File: src/rtl/mem_arbiter.sv
// mem_arbiter
//   Arbitrates I-cache and D-cache miss requests onto one main-memory port.
//   Only one memory transaction is outstanding at a time. Each response is
//   routed back to the cache that issued the request, together with that
//   request's thread id.
//
//   Optional feature macro: MEM_ARB_TIMEOUT_EN
//     When it is defined, a WAIT-state watchdog completes a hung access with
//     data=0 and bus_error=1.
//
// Ports
//   clock, reset                      clock; synchronous active-high reset
//   dc_req_* / ic_req_*               single-cycle miss request: valid, info, thread id
//   dc_rsp_* / ic_rsp_*               single-cycle response: valid, data, thread id, bus_error
//   mem_req_valid/info/ready          request handshake toward memory
//   mem_rsp_valid/data/bus_error      response from memory
//
// Port index 0 is the D-cache and port index 1 is the I-cache.

package mem_arbiter_pkg;
  localparam int ADDR_WIDTH         = 32;
  localparam int DCACHE_LINE_WIDTH  = 64;
  localparam int THR_PER_CORE_WIDTH = 2;

  typedef struct packed {
    logic [ADDR_WIDTH-1:0]        addr;
    logic                         is_store;
    logic [DCACHE_LINE_WIDTH-1:0] data;
  } memory_request_t;
endpackage

// One-entry capture buffer for a single requester port. A pulse that
// arrives while the buffer is full is dropped, and a clear wins over a load.
module mem_arb_req_buf
  import mem_arbiter_pkg::*;
(
  input  logic                          clock,
  input  logic                          reset,
  input  logic                          req_valid,
  input  memory_request_t               req_info,
  input  logic [THR_PER_CORE_WIDTH-1:0] req_tid,
  input  logic                          clear,
  output logic                          vld,
  output memory_request_t               info,
  output logic [THR_PER_CORE_WIDTH-1:0] tid
);
  always_ff @(posedge clock) begin
    if (reset) begin
      vld  <= 1'b0;
      info <= '0;
      tid  <= '0;
    end else if (clear) begin
      vld <= 1'b0;
    end else if (req_valid && !vld) begin
      vld  <= 1'b1;
      info <= req_info;
      tid  <= req_tid;
    end
  end
endmodule

module mem_arbiter
  import mem_arbiter_pkg::*;
#(
  parameter int TIMEOUT_CYCLES = 64
) (
  input  logic                          clock,
  input  logic                          reset,
  input  logic                          dc_req_valid,
  input  memory_request_t               dc_req_info,
  input  logic [THR_PER_CORE_WIDTH-1:0] dc_req_thread_id,
  input  logic                          ic_req_valid,
  input  memory_request_t               ic_req_info,
  input  logic [THR_PER_CORE_WIDTH-1:0] ic_req_thread_id,
  output logic                          dc_rsp_valid,
  output logic [DCACHE_LINE_WIDTH-1:0]  dc_rsp_data,
  output logic [THR_PER_CORE_WIDTH-1:0] dc_rsp_thread_id,
  output logic                          dc_rsp_bus_error,
  output logic                          ic_rsp_valid,
  output logic [DCACHE_LINE_WIDTH-1:0]  ic_rsp_data,
  output logic [THR_PER_CORE_WIDTH-1:0] ic_rsp_thread_id,
  output logic                          ic_rsp_bus_error,
  output logic                          mem_req_valid,
  output memory_request_t               mem_req_info,
  input  logic                          mem_req_ready,
  input  logic                          mem_rsp_valid,
  input  logic [DCACHE_LINE_WIDTH-1:0]  mem_rsp_data,
  input  logic                          mem_rsp_bus_error
);
  localparam int NUM_PORTS = 2;

  if (TIMEOUT_CYCLES < 2) begin : g_bad_timeout
    $error("mem_arbiter: TIMEOUT_CYCLES must be >= 2");
  end

  typedef enum logic [1:0] {S_IDLE, S_ISSUE, S_WAIT, S_RESP} state_t;

  state_t state;
  logic   grant;       // port owning the current transaction
  logic   last_grant;  // port served most recently (round-robin pointer)
  logic   next_grant;
  logic   wd_fire;
  logic   done;

  logic [NUM_PORTS-1:0]                         req_vld;
  memory_request_t [NUM_PORTS-1:0]              req_info;
  logic [NUM_PORTS-1:0][THR_PER_CORE_WIDTH-1:0] req_tid;
  logic [NUM_PORTS-1:0]                         buf_clr;
  logic [NUM_PORTS-1:0]                         buf_vld;
  memory_request_t [NUM_PORTS-1:0]              buf_info;
  logic [NUM_PORTS-1:0][THR_PER_CORE_WIDTH-1:0] buf_tid;

  logic [NUM_PORTS-1:0]                         rsp_vld;
  logic [NUM_PORTS-1:0][DCACHE_LINE_WIDTH-1:0]  rsp_data;
  logic [NUM_PORTS-1:0][THR_PER_CORE_WIDTH-1:0] rsp_tid;
  logic [NUM_PORTS-1:0]                         rsp_err;

  assign req_vld  = {ic_req_valid, dc_req_valid};
  assign req_info = {ic_req_info, dc_req_info};
  assign req_tid  = {ic_req_thread_id, dc_req_thread_id};

  for (genvar i = 0; i < NUM_PORTS; i++) begin : g_buf
    mem_arb_req_buf u_buf (
      .clock     (clock),
      .reset     (reset),
      .req_valid (req_vld[i]),
      .req_info  (req_info[i]),
      .req_tid   (req_tid[i]),
      .clear     (buf_clr[i]),
      .vld       (buf_vld[i]),
      .info      (buf_info[i]),
      .tid       (buf_tid[i])
    );
  end

  // Transaction ends in WAIT on a real response or on watchdog expiry.
  assign done    = (state == S_WAIT) && (mem_rsp_valid || wd_fire);
  assign buf_clr = done ? (grant ? 2'b10 : 2'b01) : 2'b00;

  // When both ports are pending, serve the one not served last.
  assign next_grant = (&buf_vld) ? ~last_grant : buf_vld[1];

`ifdef MEM_ARB_TIMEOUT_EN
  localparam int CNT_W = $clog2(TIMEOUT_CYCLES + 1);
  logic [CNT_W-1:0] wd_cnt;

  // The counter is 0 in the first WAIT cycle. It fires in the cycle where
  // it would reach TIMEOUT_CYCLES, so the pulse comes TIMEOUT_CYCLES cycles
  // after WAIT was entered. A real response in that same cycle still wins,
  // because done selects the memory data whenever mem_rsp_valid is set.
  assign wd_fire = (state == S_WAIT) && (wd_cnt == CNT_W'(TIMEOUT_CYCLES - 1));

  always_ff @(posedge clock) begin
    if (reset)                                wd_cnt <= '0;
    else if (state == S_ISSUE && mem_req_ready) wd_cnt <= '0;
    else if (state == S_WAIT)                 wd_cnt <= wd_cnt + 1'b1;
  end
`else
  assign wd_fire = 1'b0;
`endif

  always_ff @(posedge clock) begin
    if (reset) begin
      state         <= S_IDLE;
      grant         <= 1'b0;
      last_grant    <= 1'b0;
      mem_req_valid <= 1'b0;
      mem_req_info  <= '0;
      rsp_vld       <= '0;
      rsp_data      <= '0;
      rsp_tid       <= '0;
      rsp_err       <= '0;
    end else begin
      rsp_vld <= '0;
      case (state)
        S_IDLE: begin
          if (|buf_vld) begin
            grant         <= next_grant;
            mem_req_valid <= 1'b1;
            mem_req_info  <= buf_info[next_grant];
            state         <= S_ISSUE;
          end
        end
        S_ISSUE: begin
          if (mem_req_ready) begin
            mem_req_valid <= 1'b0;
            mem_req_info  <= '0;
            state         <= S_WAIT;
          end
        end
        S_WAIT: begin
          if (done) begin
            rsp_vld[grant]  <= 1'b1;
            rsp_data[grant] <= mem_rsp_valid ? mem_rsp_data : '0;
            rsp_err[grant]  <= mem_rsp_valid ? mem_rsp_bus_error : 1'b1;
            // Capture the thread id now, because the buffer clears on this edge.
            rsp_tid[grant]  <= buf_tid[grant];
            last_grant      <= grant;
            state           <= S_RESP;
          end
        end
        default: state <= S_IDLE;  // S_RESP: the pulse is out this cycle
      endcase
    end
  end

  assign dc_rsp_valid     = rsp_vld[0];
  assign dc_rsp_data      = rsp_data[0];
  assign dc_rsp_thread_id = rsp_tid[0];
  assign dc_rsp_bus_error = rsp_err[0];
  assign ic_rsp_valid     = rsp_vld[1];
  assign ic_rsp_data      = rsp_data[1];
  assign ic_rsp_thread_id = rsp_tid[1];
  assign ic_rsp_bus_error = rsp_err[1];
endmodule

File: config.mk
export PLATFORM = sky130hd
export DESIGN_NAME = mem_arbiter
export DESIGN_NICKNAME = d
export VERILOG_FILES = /design/src/rtl/mem_arbiter.sv
export SDC_FILE = /design/constraint.sdc
export NUM_CORES = 1
export LEC_CHECK = 0
export CORE_AREA = 2 2 195 197
export CTS_CLUSTER_DIAMETER = 60
export CTS_CLUSTER_SIZE = 25
export DETAILED_ROUTE_END_ITERATION = 10
export DIE_AREA = 0 0 197 199
export DONT_BUFFER_PORTS = 1
export PLACE_DENSITY_LB_ADDON = 0.15
export SYNTH_ARGS = -nofsm -noshare
export SYNTH_HDL_FRONTEND = slang
export SYNTH_SLANG_ARGS = --single-unit
File: constraint.sdc
create_clock -name clock -period 3.9 [get_ports clock]
set_input_delay 0.975 -clock clock [delete_from_list [all_inputs] [get_ports clock]]
set_output_delay 0.975 -clock clock [all_outputs]
set_load 0.01 [all_outputs]
==> flow_metrics.py, run 1 <==
metrics = {
    "clock_tree": {
        "clk_pin_slew_worst_paths_ps": 70,
        "cts_tree": "built",
        "clk_root_buffer_cell": "sky130_fd_sc_hd__clkbuf_16",
        "cts.repair_timing.setup_buffer_count": 0,
        "post_cts_resize_count": 0,
        "clock_insertion_delay_worst_skew_ps": 540,
        "clock_tree.htree_level_count": 2,
        "cts_sink_cnt": 438,
        "cts.hold.buffers_added": 0,
        "cts_inserted_buffers": 36,
        "cts.path.max_buffers": 3,
    },
    "final_layout": {
        "layout-area-overhead-vs-synth_pct": 8.606,
        "layout.filler_cells": 3571,
        "finalNonFillerCells": 2337,
        "finalNetCount": 2106,
        "finish.instance_area_um2": 18330,
        "most-common-layout-cells": "438 x sky130_fd_sc_hd__dfxtp_1, 333 x sky130_fd_sc_hd__a21oi_1, 270 x sky130_fd_sc_hd__nand2_1",
        "share_of_cells_above_drive_strength_1_pct": 6.297,
        "mostFrequentLayoutCell": "sky130_fd_sc_hd__dfxtp_1",
        "layout.area.seq_um2": 8768,
        "multi_input_area_um2": 6973,
    },
    "die": {
        "floorplan.initialDensity_pct": 45.46,
        "core_box_area_um2": 37130,
        "die_span_in_y_um": 199,
        "die_area_um2": 39200,
        "num_io_pins": 503,
        "die_w_um": 197,
        "floorplan.rows": 71,
    },
    "detailed_routing": {
        "drt_first_iter_violations": 1062,
        "detail_route.first_pass.iterations": 5,
        "met2RoutedLength_um": 24640,
        "vias": 13901,
        "drt.antenna.violating_nets": 0,
        "post_drt_via_cell_ratio": 5.948,
        "post_route_drc_violation_count": 0,
        "dr_top_layer": "met4",
        "routedLengthMet1_um": 21240,
        "met3_length_um": 5802,
        "post_drt_wl_per_cell_um": 22.82,
        "totalWireLength_um": 53330,
    },
    "grt": {
        "antenna_found_initial": 5,
        "global_route_wire_length_before_repair_um": 80050,
        "grt_start_max_net_pins": 442,
        "total_gr_overflow": 0,
        "grt_pass1_vias": 13195,
        "grt_util_all_layers_pct": 26.06,
    },
    "sta": {
        "worst_clock_skew_ps": 28.41,
        "worst_slew_pin_slew_ps": 1402,
        "total_negative_setup_slacks_ps": 0,
        "unrepaired_setup_endpoints_after_global_routing": "false",
        "worst_slew_margin_rel_pct": 6.560,
        "setup_slack_ps": 1496,
        "finalSetupViolations": 0,
        "min_period_ps": 2404,
        "achievable-frequency_ghz": 0.4161,
        "final.period_utilization_pct": 61.63,
        "final-hold-violation-count": 0,
        "timing.final.max_slew_violations": 0,
    },
    "placement": {
        "detailed_place.area_um2": 16990,
        "portBuffers": 0,
        "dpl_worst_slack_ps": 1381,
        "hpwl_reported_at_the_end_of_detailed_placement_um": 32670,
        "routabilityCongestion": 0.8058,
        "post-place-cells": 2268,
    },
    "pwr": {
        "switching_power_mw": 3.595,
        "vdd.ir_drop.worst_uv": 644.1,
        "internal_power_mw": 7.521,
        "power.sequential.fraction_pct": 46.9,
        "pwr-share-clk_pct": 36.3,
        "p_per_area_nw_per_um2": 606.4,
        "sw_frac_of_total_pct": 32.34,
        "power_frac_comb_pct": 16.8,
        "total_power_mw": 11.12,
        "static-leakage-power_nw": 5.967,
    },
    "synth": {
        "yosys.cell_types.count": 29,
        "synthesis.instances": 1968,
        "synth_edf_count": 0,
        "seq_area_frac_synth_pct": 51.95,
        "dominantRegCellSynth": "sky130_fd_sc_hd__dfxtp_1",
        "netlist_area_um2": 16880,
        "yosysWarnings": 0,
        "syn-num-nets": 2242,
        "asyncSetResetFlopFracSynth_pct": 0,
        "synth.ff_latch_count": 438,
        "syn_area_per_cell_um2": 8.577,
    },
    "hold_path": {
        "holdCritPathClass": "flop to flop",
    },
    "worst_setup_path": {
        "worst_setup_path_end_kind": "flop",
        "timing.critical_path.required_ps": 4330,
        "critPathSlowestCell": "sky130_fd_sc_hd__and3b_4",
        "critical_path.max_stage_delay_ps": 630,
        "worstPathMaxFanout": 101,
        "worst-endpoint-arrival_ps": 2840,
        "crit_path_cell_trace": "inv_1 -> ha_1 -> and3b_4 -> buf_12 -> o21ai_0 -> a21oi_1",
        "criticalPathCategory": "flop to flop",
        "cp-start-kind": "flop",
    },
    "status": {
        "run_status": "complete, no violations",
    },
    "job": {
        "maxCapViolations": 0,
    },
}
[worst paths after layout]
kind | from | endpoint | slack [ps] | depth (start not counted)
worst max-delay path | state[0] | g_buf[0].u_buf.info[68] | 1500 | 6
worst min-delay path | g_buf[1].u_buf.tid[1] | ic_rsp_thread_id[1] | 450 | 2
worst max register to register | state[0] | g_buf[0].u_buf.info[68] | 1500 | 6
worst min register to register | g_buf[1].u_buf.tid[1] | ic_rsp_thread_id[1] | 450 | 2
[synth_stat cells, drive strengths merged (2+ instances only)]
| master | instances | area, µm² |
|---|---|---|
| mux2i | 99 | 991.0 |
| nand3 | 200 | 1001 |
| clkbuf | 150 | 563.0 |
| and3 | 2 | 12.51 |
| o32ai | 97 | 999.7 |
| o21ai | 199 | 996.0 |
| nor2 | 8 | 30.03 |
| nor2b | 2 | 12.51 |
| nor3 | 2 | 10.01 |
| nand2 | 270 | 1013 |
| a21oi | 333 | 1667 |
| dfxtp | 438 | 8768 |
| nand2b | 7 | 43.79 |
| inv | 99 | 371.6 |
| ha | 5 | 62.56 |
| buf | 48 | 271.5 |
[final cells by class]
cell class	instances	share of cell area, %
inverters	99	2.027
diodes	5	0.06825
repair buffers	24	1.529
clock inverters	25	2.129
clock buffers	39	5.146
well taps	474	3.235
flip-flops and latches	438	47.83
multi-input cells	1233	38.04
[power groups by stage]
stage                     clock [mW]  combinational, mW  sequential [mW]
final                           4.03               1.87             5.22
after global routing            4.31               2.05             5.26
after CTS                       4.13               1.87             5.22
after detailed placement           0               1.88             5.32
after global placement             0               1.85             5.32
after floorplan                    0               1.51             5.21
[registers in the layout (all words and copies together), names as in the netlist]
signal and cells:
state 2, g_buf.u_buf.vld 2, dc_rsp_data 64, g_buf.u_buf.tid 4, mem_req_valid 1, grant 1, dc_rsp_thread_id 2, ic_rsp_thread_id 2
ic_rsp_data 64, g_buf.u_buf.info 194, last_grant 1, rsp_vld 2, rsp_err 2, mem_req_info 97
[kinds of logic after synthesis]
| logic type | count (synthesis) | share of synthesized area, % |
|---|---|---|
| adders and majority gates | 5 | 0.3706 |
| muxes | 99 | 5.871 |
| and+or+nand+nor | 496 | 12.80 |
| buffers and inverters | 297 | 7.146 |
| DFF | 438 | 51.95 |
| AOI/OAI and AO/OA | 633 | 21.87 |
[metrics by stage]
stage | hold slack, ps | util, %
finish | 451.2 | 49.37
global placement | 443.5 | 45.74
floorplan | 428.4 | -
global route | 484.7 | 49.36
detailed placement | 447.0 | 45.74
CTS | 454.5 | 49.34
[critical path: cells and delay by family (launching register included)]
kind | cells | cell delay [ps]
AOI/OAI and AO/OA | 2 | 340
adders and majority gates | 1 | 320
buffers and inverters | 2 | 460
DFF | 1 | 360
and+or+nand+nor | 1 | 630
[routing by layer]
layer	global-route usage [%]	up-vias
met5	0	-
met4	9.050	0
met3	9.512	96
met2	41.50	594
met1	32.59	6657
li1	-	6554
No activity file was read; power rests on OpenSTA's default activity.
==> inputs of run 2 (changes only) <==
- clock period: 3.9 -> 2.5 ns (I/O delays scaled with it)
==> flow_metrics.py, run 2 (synthesized netlist as in run 1, its figures left out) <==
metrics = {
    "clock_tree": {
        "clock_tree.htree_level_count": 2,
        "cts.repair_timing.setup_buffer_count": 0,
        "post_cts_resize_count": 0,
        "clock_insertion_delay_worst_skew_ps": 560,
        "clk_root_buffer_cell": "sky130_fd_sc_hd__clkbuf_16",
        "cts.path.max_buffers": 3,
        "clk_pin_slew_worst_paths_ps": 80,
        "cts_sink_cnt": 438,
        "cts_inserted_buffers": 35,
        "cts.hold.buffers_added": 0,
        "cts_tree": "built",
    },
    "worst_setup_path": {
        "criticalPathCategory": "flop to flop",
        "timing.critical_path.required_ps": 2900,
        "worst_setup_path_end_kind": "flop",
        "worst-path-buf-inv": 2,
        "worst-r2r-setup-slack_ps": 450,
        "worst-endpoint-arrival_ps": 2450,
        "worstPathMaxFanout": 33,
        "critical_path.top_delay_family": "simple AND/OR/NAND/NOR gates",
        "reg2reg_from": "state[0]",
        "critical_path.max_stage_delay_ps": 500,
        "worstRegToRegCells": 6,
        "critical_path.reg2reg.endpoint": "mem_req_info[4]",
        "crit_path_cell_trace": "inv_1 -> ha_1 -> or3b_1 -> and3_4 -> buf_4 -> o32ai_1",
        "cp-start-kind": "flop",
        "critPathSlowestCell": "sky130_fd_sc_hd__and3_4",
    },
    "hold_path": {
        "holdCritPathClass": "input port to flop",
        "holdPathStages": 1,
        "hp-start": "reset",
        "worst_hold_path.endpoint": "g_buf[0].u_buf.info[17]",
    },
    "placement": {
        "dpl_worst_slack_ps": 483.0,
        "routabilityCongestion": 0.8036,
        "hpwl_reported_at_the_end_of_detailed_placement_um": 33890,
        "portBuffers": 0,
        "post-place-cells": 2277,
    },
    "detailed_routing": {
        "met2RoutedLength_um": 24780,
        "drt.antenna.violating_nets": 0,
        "detail_route.first_pass.iterations": 5,
        "vias": 13816,
        "post_drt_via_cell_ratio": 5.884,
        "post_route_drc_violation_count": 0,
        "post_drt_wl_per_cell_um": 22.73,
        "routedLengthMet1_um": 21140,
        "met3_length_um": 5425,
        "drt_first_iter_violations": 987,
        "dr_top_layer": "met4",
        "totalWireLength_um": 53370,
    },
    "pwr": {
        "sw_frac_of_total_pct": 32.79,
        "internal_power_mw": 11.55,
        "switching_power_mw": 5.634,
        "power.sequential.fraction_pct": 47.4,
        "pwr-share-clk_pct": 34.8,
        "vdd.ir_drop.worst_uv": 519.9,
        "p_per_area_nw_per_um2": 930.1,
        "total_power_mw": 17.18,
        "power_frac_comb_pct": 17.8,
        "static-leakage-power_nw": 6.023,
    },
    "sta": {
        "final.period_utilization_pct": 81.86,
        "final-hold-violation-count": 0,
        "worst_slew_pin_slew_ps": 615.1,
        "finalSetupViolations": 0,
        "setup_slack_ps": 453.4,
        "worst_slew_margin_rel_pct": 58.99,
        "unrepaired_setup_endpoints_after_global_routing": "false",
        "achievable-frequency_ghz": 0.4886,
        "total_negative_setup_slacks_ps": 0,
        "min_period_ps": 2047,
        "worst_clock_skew_ps": 32.09,
        "timing.final.max_slew_violations": 0,
    },
    "die": {
        "die_w_um": 197,
        "die_area_um2": 39200,
        "core_box_area_um2": 37130,
        "floorplan.initialDensity_pct": 45.46,
        "num_io_pins": 503,
        "floorplan.rows": 71,
        "die_span_in_y_um": 199,
    },
    "final_layout": {
        "finalNetCount": 2114,
        "layout-area-overhead-vs-synth_pct": 9.421,
        "finalNonFillerCells": 2348,
        "most-common-layout-cells": "438 x sky130_fd_sc_hd__dfxtp_1, 333 x sky130_fd_sc_hd__a21oi_1, 270 x sky130_fd_sc_hd__nand2_1",
        "reg.largest.list": "g_buf.u_buf.info x194, mem_req_info x97",
        "mostFrequentLayoutCell": "sky130_fd_sc_hd__dfxtp_1",
        "most_flop_heavy_register": "g_buf.u_buf.info",
        "largest_reg_flops": 194,
        "final_core_utilization_pct": 49.74,
        "share_of_cells_above_drive_strength_1_pct": 6.695,
    },
    "grt": {
        "total_gr_overflow": 0,
        "grt_start_max_net_pins": 442,
        "grt_util_all_layers_pct": 26.20,
        "antenna_found_initial": 6,
        "grt_pass1_vias": 13370,
        "global_route_wire_length_before_repair_um": 80370,
    },
    "job": {
        "maxCapViolations": 0,
    },
    "status": {
        "run_status": "complete, no violations",
    },
}
-- run 2: per-layer routing --
layer	up-vias	GRT usage, %
met1	6611	31.89
met3	99	9.563
met2	527	41.98
li1	6579	-
met5	-	0
met4	0	10.86
-- run 2: worst register-to-register path: cells and delay by family, from the launching register on --
family | cells | cell delay [ps]
and+or+nand+nor | 2 | 730
AOI/OAI and AO/OA | 1 | 110
adders and majority gates | 1 | 240
DFF | 1 | 420
buffers and inverters | 2 | 430
-- run 2: how the worst max path moves through the flow --
stage	end	depth (start not counted)	start	slack, ps
2_1_floorplan	mem_req_info[85]	4	reset	670
3_3_place_gp	mem_req_info[5]	6	state[0]	500
3_5_place_dp	mem_req_info[4]	6	state[0]	480
4_1_cts	mem_req_info[4]	6	state[0]	470
5_1_grt	mem_req_info[4]	6	state[0]	300
6_report	mem_req_info[4]	6	state[0]	450
-- run 2: cell type report --
type / count / area [µm²]
multi-input combinational: 1233 / 6973
clock inverter: 26 / 351.6
inverter: 99 / 371.6
fill: 3551 / 18660
timing repair buffer: 33 / 498.0
antenna: 7 / 17.52
clock buffer: 38 / 897.1
sequential: 438 / 8768
tap: 474 / 593.1
-- run 2: stage by stage --
step                      area (µm²)  hold WS, ps
after floorplan                16880        428.4
after global placement         17200        440.2
after detailed placement       17200        439.5
after CTS                      18450        158.1
after global routing           18460        125.2
final                          18470        164.7
-- run 2: power by group through the flow --
stage | Sequential (mW) | Combinational, mW | Clock [mW]
after floorplan | 8.13 | 2.36 | 0
after global placement | 8.30 | 3.03 | 0
after detailed placement | 8.31 | 3.07 | 0
after CTS | 8.15 | 3.07 | 6.11
after global routing | 8.22 | 3.34 | 6.35
final | 8.15 | 3.06 | 5.97
==> inputs of run 3 (changes only) <==
- clock period: 2.5 -> 1.64 ns (I/O delays scaled with it)
==> flow_metrics.py, run 3 (synthesized netlist as in run 1, its figures left out) <==
metrics = {
    "clock_tree": {
        "cts.path.max_buffers": 3,
        "clock_tree.htree_level_count": 2,
        "cts_tree": "built",
        "cts_sink_cnt": 438,
        "cts_inserted_buffers": 35,
        "clk_root_buffer_cell": "sky130_fd_sc_hd__clkbuf_16",
        "clock_insertion_delay_worst_skew_ps": 560,
        "clk_pin_slew_worst_paths_ps": 90,
    },
    "hold_path": {
        "worst_hold_path.endpoint": "dc_rsp_thread_id[1]",
        "hp-start": "reset",
        "holdCritPathClass": "input port to flop",
        "holdPathStages": 1,
    },
    "sta": {
        "worst_slew_margin_rel_pct": 54.51,
        "unrepaired_setup_endpoints_after_global_routing": "true",
        "final.period_utilization_pct": 104.4,
        "min_period_ps": 1712,
        "finalSetupViolations": 135,
        "whs_ps": -59.05,
        "achievable-frequency_ghz": 0.5840,
        "worst_slew_pin_slew_ps": 682.4,
        "timing.final.max_slew_violations": 0,
        "worst_clock_skew_ps": 17.06,
        "final-hold-violation-count": 25,
        "setup_slack_ps": -72.24,
    },
    "worst_setup_path": {
        "worstPathMaxFanout": 8,
        "critPathSlowestCell": "sky130_fd_sc_hd__or3b_4",
        "timing.critical_path.required_ps": 2070,
        "critical_path.reg2reg.endpoint": "mem_req_info[81]",
        "critical_path.max_stage_delay_ps": 390,
        "worst-r2r-setup-slack_ps": -70,
        "criticalPathCategory": "flop to flop",
        "worst_setup_path_end_kind": "flop",
        "crit_path_cell_trace": "inv_4 -> ha_4 -> or3b_4 -> nand4_1 -> buf_6 -> buf_12 -> o32ai_2",
        "cp-start-kind": "flop",
        "reg2reg_from": "state[1]",
        "worstRegToRegCells": 7,
        "worst-endpoint-arrival_ps": 2140,
    },
    "die": {
        "floorplan.initialDensity_pct": 45.46,
        "floorplan.rows": 71,
        "die_span_in_y_um": 199,
        "die_area_um2": 39200,
        "die_w_um": 197,
        "num_io_pins": 503,
        "core_box_area_um2": 37130,
    },
    "pwr": {
        "vdd.ir_drop.worst_uv": 966.7,
        "p_per_area_nw_per_um2": 1339,
        "static-leakage-power_nw": 7.071,
    },
    "final_layout": {
        "most_flop_heavy_register": "g_buf.u_buf.info",
        "reg.largest.list": "g_buf.u_buf.info x194, mem_req_info x97",
        "share_of_cells_above_drive_strength_1_pct": 10.55,
        "final_core_utilization_pct": 56.24,
        "layout.filler_cells": 3358,
        "layout-area-overhead-vs-synth_pct": 23.73,
        "most-common-layout-cells": "436 x sky130_fd_sc_hd__dfxtp_1, 333 x sky130_fd_sc_hd__a21oi_1, 270 x sky130_fd_sc_hd__nand2_1",
        "finalNetCount": 2298,
        "layout.area.seq_um2": 8776,
        "multi_input_area_um2": 7161,
        "largest_reg_flops": 194,
        "mostFrequentLayoutCell": "sky130_fd_sc_hd__dfxtp_1",
    },
    "grt": {
        "total_gr_overflow": 0,
        "grt_pass1_vias": 13999,
        "grt_start_max_net_pins": 442,
        "grt_util_all_layers_pct": 27.06,
        "global_route_wire_length_before_repair_um": 83410,
        "antenna_found_initial": 9,
    },
    "detailed_routing": {
        "drt_first_iter_violations": 930,
        "routedLengthMet1_um": 22300,
        "dr_top_layer": "met4",
        "post_route_drc_violation_count": 0,
        "vias": 14805,
        "post_drt_via_cell_ratio": 5.849,
        "drt.antenna.violating_nets": 0,
        "met3_length_um": 5565,
        "detail_route.first_pass.iterations": 5,
        "met2RoutedLength_um": 27060,
        "totalWireLength_um": 56520,
        "post_drt_wl_per_cell_um": 22.33,
    },
    "placement": {
        "hpwl_reported_at_the_end_of_detailed_placement_um": 36640,
        "dpl_worst_slack_ps": -121.1,
        "portBuffers": 0,
        "routabilityCongestion": 0.8603,
    },
    "status": {
        "run_status": "finished, violations left",
        "violations": "hold timing, setup timing",
    },
    "job": {
        "maxCapViolations": 0,
    },
}
[run 3: cell types whose count changed in the layout (fill, tap and decap cells not counted), sizes merged]
cell	delta
dlygate4sd3	+119
buf	+60
clkbuf	+8
inv	-6
clkinv	-4
clkinvlp	+2
diode	+2
bufbuf	+1
bufinv	+1
[run 3: report_power, final]
part / internal [mW] / switching [mW] / leakage (nW)
Clock: 4.69 / 4.29 / 0.576
Sequential: 11.6 / 0.885 / 3.56
Combinational: 2.84 / 3.71 / 2.93
[run 3: worst max-delay path by stage]
stage,end,slack [ps],cells after the start,from
finish,mem_req_info[81],-70,7,state[1]
global route,mem_req_info[9],-120,7,state[1]
CTS,mem_req_info[61],-60,7,state[1]
detailed placement,dc_rsp_data[59],-120,7,state[0]
global placement,dc_rsp_data[58],-30,7,state[0]
floorplan,mem_req_info[85],-70,8,state[1]
[run 3: routing by layer]
layer | track usage, % | vias to the layer above
li1 | - | 6972
met1 | 33.28 | 7168
met2 | 44.06 | 569
met3 | 9.834 | 96
met4 | 8.828 | 0
met5 | 0 | -
[run 3: stage by stage]
stage                     cell area, µm²  power (mW)  std cells  TNS, ps
after CTS                          20430       27.73       2502    -3201
after detailed placement           18010       18.33       2331    -7432
after floorplan                    16930       16.13       1968    -1726
after global routing               20880       29.07       2527   -15870
after global placement             18010       18.22       2331   -784.9
final                              20890       27.97       2531    -3749
[run 3: layout make-up]
| class | count | area share, % |
|---|---|---|
| Sequential cell | 438 | 42.02 |
| Multi-Input combinational cell | 1233 | 34.29 |
| Timing Repair Buffer | 217 | 13.23 |
| Clock buffer | 42 | 4.619 |
| Tap cell | 474 | 2.840 |
| Inverter | 99 | 1.803 |
| Clock inverter | 19 | 1.096 |
| Antenna cell | 9 | 0.1078 |
[run 3: timing repair]
item | 4_1_cts | 5_1_grt
hold buffers | 107 | 12
cloned | 2 | 4
setup endpoints to repair | 281 | 363
setup buffers | 1 | 4
resized for setup | 13 | 29
endpoints found under the hold margin | 383 | 246
pin swaps | 18 | 14
[run 3: worst max-delay path, delay by kind of cell (launching register included)]
kind	cells	cell delay [ps]
buffers and inverters	3	430
AOI/OAI and AO/OA	1	80
and+or+nand+nor	2	580
DFF	1	360
adders and majority gates	1	130
